$ cat config.mk
export PLATFORM = sky130hd
export DESIGN_NAME = uart_rx
export DESIGN_NICKNAME = d
export VERILOG_FILES = /design/src/rtl/uart_rx_pkg.sv /design/src/rtl/sync_2ff.sv /design/src/rtl/uart_rx.sv
export SDC_FILE = /design/constraint.sdc
export NUM_CORES = 1
export LEC_CHECK = 0
export CAP_MARGIN = 10
export CORE_UTILIZATION = 30
export DETAILED_ROUTE_END_ITERATION = 6
export SLEW_MARGIN = 20
export SYNTH_ARGS = -nofsm -noshare
export SYNTH_HDL_FRONTEND = slang
export SYNTH_SLANG_ARGS = --single-unit
$ cat constraint.sdc
create_clock -name i_clk -period 1.6 [get_ports i_clk]
set_input_delay 0.48 -clock i_clk [delete_from_list [all_inputs] [get_ports i_clk]]
set_output_delay 0.48 -clock i_clk [all_outputs]
set_load 0.02 [all_outputs]
$ cat src/rtl/uart_rx_pkg.sv
`default_nettype none
// ============================================================================
//  Module      : uart_rx_pkg
//  Description : Shared definitions for the 8N1 UART link (receiver and
//                transmitter): state encodings, frame constants and the
//                default bit period.
//  Ports       : none (package)
//  Revision    : 1.0 - initial release
// ============================================================================
package uart_rx_pkg;

    // 8N1 framing
    localparam int c_DATA_BITS = 8;
    localparam int c_IDX_W     = $clog2(c_DATA_BITS);

    // 50 MHz system clock / 115200 baud
    localparam int c_CLOCK_PER_BIT_DEFAULT = 434;

    // Bit-period counter width; covers the largest legal bit period (2047)
    localparam int c_COUNT_W = 11;

    // Receiver state encodings
    localparam logic [2:0] c_IDLE_STATE      = 3'd0;
    localparam logic [2:0] c_START_BIT_STATE = 3'd1;
    localparam logic [2:0] c_DATA_STATE      = 3'd2;
    localparam logic [2:0] c_STOP_BIT_STATE  = 3'd3;
    localparam logic [2:0] c_CLEAR_STATE     = 3'd4;

endpackage : uart_rx_pkg
`default_nettype wire

$ cat src/rtl/sync_2ff.sv
`default_nettype none
// ============================================================================
//  Module      : sync_2ff
//  Description : Two-flop synchronizer for a single asynchronous bit.
//                Both stages reset to RESET_VALUE.
//  Ports       : i_clk  - clock
//                i_rst  - asynchronous active-high reset
//                i_d    - asynchronous input
//                o_q    - synchronized output (second stage)
//  Revision    : 1.0 - initial release
// ============================================================================
module sync_2ff #(
    parameter logic RESET_VALUE = 1'b1
) (
    input  logic i_clk,
    input  logic i_rst,
    input  logic i_d,
    output logic o_q
);

    logic r_meta;
    logic r_sync;

    always_ff @(posedge i_clk or posedge i_rst) begin
        if (i_rst) begin
            r_meta <= RESET_VALUE;
            r_sync <= RESET_VALUE;
        end else begin
            r_meta <= i_d;
            r_sync <= r_meta;
        end
    end

    assign o_q = r_sync;

endmodule : sync_2ff
`default_nettype wire

$ cat src/rtl/uart_rx.sv
`default_nettype none
// ============================================================================
//  Module      : uart_rx
//  Description : 8N1 UART receiver, LSB first, idle-high line. Oversamples
//                the serial line with the system clock, samples each bit at
//                mid-bit and presents the byte with a one-cycle done strobe,
//                or a one-cycle framing-error strobe if the stop bit is low.
//  Ports       : i_clk           - system clock, rising edge
//                i_rst           - asynchronous active-high reset
//                i_RX_bit        - serial line (asynchronous)
//                o_RX_byte[7:0]  - last good byte, held until the next one
//                o_RX_done       - 1-cycle pulse when o_RX_byte updates
//                o_receive_state - busy from start-bit detect to frame end
//                o_frame_error   - 1-cycle pulse when the stop bit is low
//  Revision    : 1.0 - initial release
// ============================================================================
module uart_rx
    import uart_rx_pkg::*;
#(
    parameter int CLOCK_PER_BIT = c_CLOCK_PER_BIT_DEFAULT
) (
    input  logic                   i_clk,
    input  logic                   i_rst,
    input  logic                   i_RX_bit,
    output logic [c_DATA_BITS-1:0] o_RX_byte,
    output logic                   o_RX_done,
    output logic                   o_receive_state,
    output logic                   o_frame_error
);

    // Terminal counts: half a bit to reach the middle of the start bit,
    // then whole bits so every later sample lands at mid-bit.
    localparam logic [c_COUNT_W-1:0] c_HALF_TC  = c_COUNT_W'(CLOCK_PER_BIT / 2 - 1);
    localparam logic [c_COUNT_W-1:0] c_BIT_TC   = c_COUNT_W'(CLOCK_PER_BIT - 1);
    localparam logic [c_IDX_W-1:0]   c_LAST_IDX = c_IDX_W'(c_DATA_BITS - 1);

    logic                   w_rx_s;

    logic [2:0]             r_state;
    logic [c_COUNT_W-1:0]   r_count;
    logic [c_IDX_W-1:0]     r_idx;
    logic [c_DATA_BITS-1:0] r_shift;
    logic [c_DATA_BITS-1:0] r_byte;
    logic                   r_done;
    logic                   r_busy;
    logic                   r_ferr;

    logic [2:0]             w_state_next;
    logic [c_COUNT_W-1:0]   w_count_next;
    logic [c_IDX_W-1:0]     w_idx_next;
    logic [c_DATA_BITS-1:0] w_shift_next;
    logic [c_DATA_BITS-1:0] w_byte_next;
    logic                   w_done_next;
    logic                   w_busy_next;
    logic                   w_ferr_next;

    // Synchronizer resets to the idle level so a line that is already low
    // when reset releases still looks like a fresh falling edge.
    sync_2ff #(
        .RESET_VALUE (1'b1)
    ) u_sync (
        .i_clk (i_clk),
        .i_rst (i_rst),
        .i_d   (i_RX_bit),
        .o_q   (w_rx_s)
    );

    always_ff @(posedge i_clk or posedge i_rst) begin
        if (i_rst) begin
            r_state <= c_IDLE_STATE;
            r_count <= '0;
            r_idx   <= '0;
            r_shift <= '0;
            r_byte  <= '0;
            r_done  <= 1'b0;
            r_busy  <= 1'b0;
            r_ferr  <= 1'b0;
        end else begin
            r_state <= w_state_next;
            r_count <= w_count_next;
            r_idx   <= w_idx_next;
            r_shift <= w_shift_next;
            r_byte  <= w_byte_next;
            r_done  <= w_done_next;
            r_busy  <= w_busy_next;
            r_ferr  <= w_ferr_next;
        end
    end

    always_comb begin
        w_state_next = r_state;
        w_count_next = r_count + c_COUNT_W'(1);
        w_idx_next   = r_idx;
        w_shift_next = r_shift;
        w_byte_next  = r_byte;
        w_busy_next  = r_busy;
        // Strobes are only ever raised for the single cycle after the stop
        // bit is sampled, so they fall again in the first CLEAR cycle.
        w_done_next  = 1'b0;
        w_ferr_next  = 1'b0;

        case (r_state)
            c_IDLE_STATE: begin
                w_count_next = '0;
                w_idx_next   = '0;
                if (!w_rx_s) begin
                    w_state_next = c_START_BIT_STATE;
                    w_busy_next  = 1'b1;
                end
            end

            c_START_BIT_STATE: begin
                if (r_count == c_HALF_TC) begin
                    w_count_next = '0;
                    if (!w_rx_s) begin
                        w_state_next = c_DATA_STATE;
                    end else begin
                        // Line went back high before mid start bit: glitch
                        w_state_next = c_IDLE_STATE;
                        w_busy_next  = 1'b0;
                    end
                end
            end

            c_DATA_STATE: begin
                if (r_count == c_BIT_TC) begin
                    w_count_next        = '0;
                    w_shift_next[r_idx] = w_rx_s;
                    if (r_idx == c_LAST_IDX) begin
                        w_idx_next   = '0;
                        w_state_next = c_STOP_BIT_STATE;
                    end else begin
                        w_idx_next = r_idx + c_IDX_W'(1);
                    end
                end
            end

            c_STOP_BIT_STATE: begin
                if (r_count == c_BIT_TC) begin
                    w_count_next = '0;
                    w_busy_next  = 1'b0;
                    w_state_next = c_CLEAR_STATE;
                    if (w_rx_s) begin
                        w_byte_next = r_shift;
                        w_done_next = 1'b1;
                    end else begin
                        w_ferr_next = 1'b1;
                    end
                end
            end

            c_CLEAR_STATE: begin
                // Stay here while the line is low so a break condition
                // cannot be mistaken for a new start bit.
                w_count_next = '0;
                if (w_rx_s) begin
                    w_state_next = c_IDLE_STATE;
                end
            end

            default: begin
                w_count_next = '0;
                w_idx_next   = '0;
                w_busy_next  = 1'b0;
                w_state_next = c_IDLE_STATE;
            end
        endcase
    end

    assign o_RX_byte       = r_byte;
    assign o_RX_done       = r_done;
    assign o_receive_state = r_busy;
    assign o_frame_error   = r_ferr;

endmodule : uart_rx
`default_nettype wire

---- Word level (Yosys, flattened, before mapping) ----
Cells that the tools add are included.
W data, S select, Z words.
word-level totals
  RAM bits ................................ 0
  memories ................................ 0
  register bits after elaboration ......... 38
  logic and storage cells ................. 68
  bits in latches ......................... 0
  memory bits (read-only) ................. 0
  input port bits ......................... 3
operators by class
  $mul .................................... 0
  bitwise gates (word level) .............. 2
  shift operators ......................... 0
  multiplexer cells ....................... 28
  reductions and logical operators ........ 10
  equality and inequality tests ........... 14
  order comparisons ....................... 2
  divide/modulo/power cells ............... 0
  add/subtract/negate cells ............... 2
operators by type and width
  cell                     number
  $mux W3                  8
  $mux W11                 2
  $pmux W11 S2             1
  $pmux W3 S5              1
  $add A11 B1 Y11 const B  1
  $eq A11 B8 Y1 const B    1
  $eq A11 B9 Y1 const B    1
  $mux W1                  11
  $ne A2 B2 Y1 const B     5
  $bwmux W8                1
  $eq A3 B2 Y1 const B     2
  $eq A3 B3 Y1 const B     2
  $pmux W3 S2              1
  $reduce_and A6 Y1        1
  $reduce_and A5 Y1        1
  $lt A3 B4 Y1 const B     1
  $ne A2 B1 Y1 const B     2
  $pmux W1 S4              1
  $reduce_and A2 Y1        2
  $reduce_or A2 Y1         2
  $add A3 B1 Y3 const B    1
  $demux W1 S3             1
  $eq A3 B1 Y1 const B     1
  $ge A3 B1 Y1 const B     1
  6 further kinds          7

---- Longest topological paths before layout ----
  word-level depth ........................ 5
  mapped depth ............................ 7
  mapped depth without buffers ............ 6

---- Modules after synthesis ----
Synthesis repeated with hierarchy kept, for this count alone.
unflattened totals
  cell total of the unflattened synthesis .. 171
  area, all modules ....................... 1,829.3 µm²
modules (own cells, without submodules)
  module    instances  area an instance (µm²)  seq. area each (µm²)  cells an instance
  uart_rx   1          1,773.0                 900.9                 168
  sync_2ff  1          56.3                    52.6                  3

---- Worst setup path before layout ----
Ideal clock, no wire load.
  path kind ............................... reg2reg
  from .................................... reg r_count[1]
  to ...................................... reg r_shift[2]
  required time ........................... 1.475 ns
  data arrival time ....................... 1.676 ns
  setup slack ............................. -0.201 ns
  period minus slack after synthesis ...... 1.801 ns
  stages on the path, launching flop included .. 7
  cell sequence ........................... dfrtp_1 inv_1 ha_1 and4b_2 nand4_1 nor4b_1 mux2_2
on the way
  word-level cells in the longest chain between the ends .. 2
RTL lines
  what                         line            RTL
  from (decl)                  uart_rx.sv:40   logic [c_COUNT_W-1:0] r_count;
  from (signal assigned)       uart_rx.sv:80   r_count <= w_count_next;
  $eq A11 B9 Y1                uart_rx.sv:126  if (r_count == c_BIT_TC) begin
  $reduce_and A2 Y1 (no line)  -
  to (signal assigned)         uart_rx.sv:82   r_shift <= w_shift_next;
  to (decl)                    uart_rx.sv:42   logic [c_DATA_BITS-1:0] r_shift;
Every way passes these cells.
A chain may end at the register's enable or synchronous reset.

---- Final worst setup path ----
  from .................................... reg r_count[1]
  to ...................................... reg r_count[8]
on the way
  word-level cells in the longest chain between the ends .. 3
  elaborated cells between the ends (all ways) .. 6
  classes of those cells .................. add/sub: 1; eq/ne: 2; mux: 3
RTL lines
  what                                     line                                            RTL
  $add A11 B1 Y11 (tied with other cells)  uart_rx.sv:92                                   w_count_next = r_count + c_COUNT_W'(1);
  $mux W11, on equally long branches       uart_rx.sv:126, uart_rx.sv:139, uart_rx.sv:113
  $pmux W11 S2 (*)                         uart_rx.sv:102                                  case (r_state)
  net w_count_next[8]                      uart_rx.sv:49                                   logic [c_COUNT_W-1:0] w_count_next;
Mark *: on every way through the listed nets, which the timed path passes. The rest lies on a longest branch.

==> flow_summary.ini <==
[route]
drc = 0
wl_per_cell_um = 13.3
initialDrtViolationCount = 33
ant_nets = 0
via_per_inst = 4.78
dr.pass1.iters = 4
wl_um = 3710
vias = 1338

[final_layout]
nets = 213
nFillCells = 590
final_cells = 280
area_delta_synth_final_pct = 38.6
antenna_cells = 0
drive_gt1_share_pct = 41.5

[sta]
max_slew_margin_pct = 73.2
hold_viol = 0
setup_viol_count_final = 32
final_max_slew_viol_count = 0
period_needed_ns = 1.87
setup_slack_ns = -0.274
rsz0062_at_grt = yes
period_share_pct = 117
fin_skew_ns = 0.00458
setup_tns_ns = -5.41
max_freq_mhz = 534
tightest_slew_ns = 0.402

[clock_tree]
cts.path.max_buffers = 2
numClockSinks = 38
cts.clk_slew.worst_paths_ns = 0.07
cts_tree = built
cts_hold_buf = 0
insertion_delay_ns = 0.28
htreeDepth = 2
cts_buffers = 5
cts_root_buffer = clkbuf_8

[min_path]
hold_path.class = reg -> reg

[yosys]
syn-num-nets = 169
yosysWarnings = 0
synth_cells = 161
yosysSeqAreaShare_pct = 51.0
ys_seq_elements = 38
synth-async-reset-ratio_pct = 100
syn_area_mm2 = 0.00187
synth_area_per_cell_um2 = 11.6
yosysUniqueCellTypes = 48
synth-main-ff-cell = dfrtp_1
synth-edff-count = 0

[run]
maxCapViolations = 0

[place]
port_buffers = 13
gp_congestion = 0.787
dp_hpwl_um = 2510
dp.cells = 268

[floorplanning]
die_h_um = 80.9
row_count = 28
die_area_mm2 = 0.00655
start_util_pct = 31.4
design.core.area_mm2 = 0.00596
die_w_um = 80.9
ios = 14

[worst_setup_path]
worstSetupEndpointType = flop
critPathLaunchType = flop
critPathRequiredTime_ns = 1.78
cp_data_arrival_time_ns = 2.05
critPathMaxFanout = 5
path_class = reg -> reg

[outcome]
status = complete, but fails checks
violations = negative setup slack

[global_routing]
track_usage_pct = 12.4
antenna_found_initial = 0
grt_max_degree = 39
grt_pass1_vias = 1314
overflow = 0
grt_pass1_wl_um = 6070

[power]
leakage_nw = 1.18
power_density_mw_per_mm2 = 703
power.total_mw = 1.82
worst_ir_drop_vdd_v = 0.000332
-- cells in the mapped netlist, types with 2 or more instances --
master    count  area share, %
nand3_1       4            1.1
nor3b_1       3            1.2
dfstp_2       2            2.8
buf_4         2           0.80
nand2b_1      2           0.67
ha_1          5            3.3
clkbuf_1      2           0.40
xor2_1        5            2.3
dfrtp_1      36             48
nand2_1       8            1.6
nand4b_1      2           0.94
mux2_2       17             10
nor4b_1       2           0.94
nand4_1       6            2.0
inv_1         4           0.80
buf_2         2           0.54
nor2b_1       3            1.0
and3_2        2           0.80
nor3_1        6            1.6
nor2_1       16            3.2
xnor2_1       4            1.9
nor3_4        2            1.7
-- report_power, final --
part | internal, mW | total [mW] | leakage (nW) | switching (mW)
Sequential | 0.965 | 0.966 | 0.502 | 0.000927
Clock | 0.499 | 0.816 | 0.0573 | 0.317
Combinational | 0.0123 | 0.0398 | 0.624 | 0.0275
Total | 1.48 | 1.82 | 1.18 | 0.346
-- what timing repair did --
item                       CTS  global route
pin swaps                    3             7
hold endpoints to repair     0             0
buffers inserted             2             2
gates cloned                 0             1
gates resized for setup     26            10
setup endpoints to repair   42            33
-- final timing paths --
kind / from / end / slack [ns] / cells after the start
setup / recovery: r_count[1] / r_count[8] / -0.27 / 8
hold / removal: u_sync.r_meta / u_sync.o_q / 0.36 / 0
setup reg to reg: r_count[1] / r_count[8] / -0.27 / 8
hold reg to reg: u_sync.r_meta / u_sync.o_q / 0.36 / 0
max in group asynchronous: i_rst / u_sync.o_q / 0.80 / 3
min in group asynchronous: i_rst / r_count[8] / 0.54 / 3
-- flip-flops by register name, summed over array words and instances, names as in the netlist --
register         flops
o_receive_state      1
o_RX_byte            8
r_shift              8
u_sync.o_q           1
r_state              3
r_idx                3
u_sync.r_meta        1
o_RX_done            1
o_frame_error        1
r_count             11
-- through the flow --
stage	worst slack [ns]	hold slack, ns	util [%]	instance area [um^2]
2_1_floorplan	-0.197	0.345	-	1900
3_3_place_gp	-0.209	0.348	38.8	2310
3_5_place_dp	-0.273	0.348	38.8	2310
4_1_cts	-0.228	0.358	42.0	2500
5_1_grt	-0.361	0.362	43.5	2590
6_report	-0.274	0.358	43.5	2590
-- layer usage --
metal	share of wire, %	up-vias	routed length [um]	GRT usage [%]
li1	-	657	-	-
met1	48	657	1800	15.4
met2	48	19	1780	20.8
met3	2.7	5	99	3.37
met4	0.84	0	31	4.29
met5	0	-	0	0
-- cell type report --
| class | count | area, um^2 | share of cell area (%) |
|---|---|---|---|
| Clock buffer | 6 | 82.6 | 3.19 |
| Clock inverter | 1 | 30.0 | 1.16 |
| Inverter | 4 | 15.0 | 0.580 |
| Multi-Input combinational cell | 112 | 993 | 38.4 |
| Sequential cell | 38 | 955 | 36.9 |
| Tap cell | 75 | 93.8 | 3.62 |
| Timing Repair Buffer | 44 | 420 | 16.2 |
-- critical path, cell delays in order, from the launching register on --
cell and delay, ns:
dfrtp_1 0.39, inv_2 0.08, buf_4 0.11, ha_4 0.11
or3b_4 0.40, o31ai_4 0.19, a21boi_4 0.28, clkbuf_16 0.18
nor2_1 0.04
-- logic make-up after synthesis --
family | count (synthesis) | share of synthesized area [%]
buffers and inverters | 11 | 2.74
flip-flops | 38 | 51.0
XOR/XNOR | 9 | 4.22
multiplexers | 17 | 10.2
adder cells (fa/ha/maj) | 5 | 3.35
AND/OR/NAND/NOR | 68 | 22.6
AO/OA/AOI/OAI | 13 | 5.82
-- layout by cell type (no fill, tap or decap), types with 2 or more instances in the layout --
cell             count
nor3b_1              3
and3_2               2
inv_2                2
xor2_1               5
mux2_4               9
buf_12               4
ha_1                 3
dfrtp_1             35
ha_4                 2
nor3_2               2
mux2_2               8
dlygate4sd2_1       11
nand4b_1             2
inv_1                2
buf_4               25
clkbuf_8             6
xnor2_1              4
nor4b_2              2
nor3_4               4
nor3_1               2
clkdlybuf4s50_1      2
nor2b_1              3
dfstp_2              2
nand2_1              8
nand4_1              6
nor2_1              16
nand2b_1             2
nand3_1              4
(Power assumes the default switching activity.)
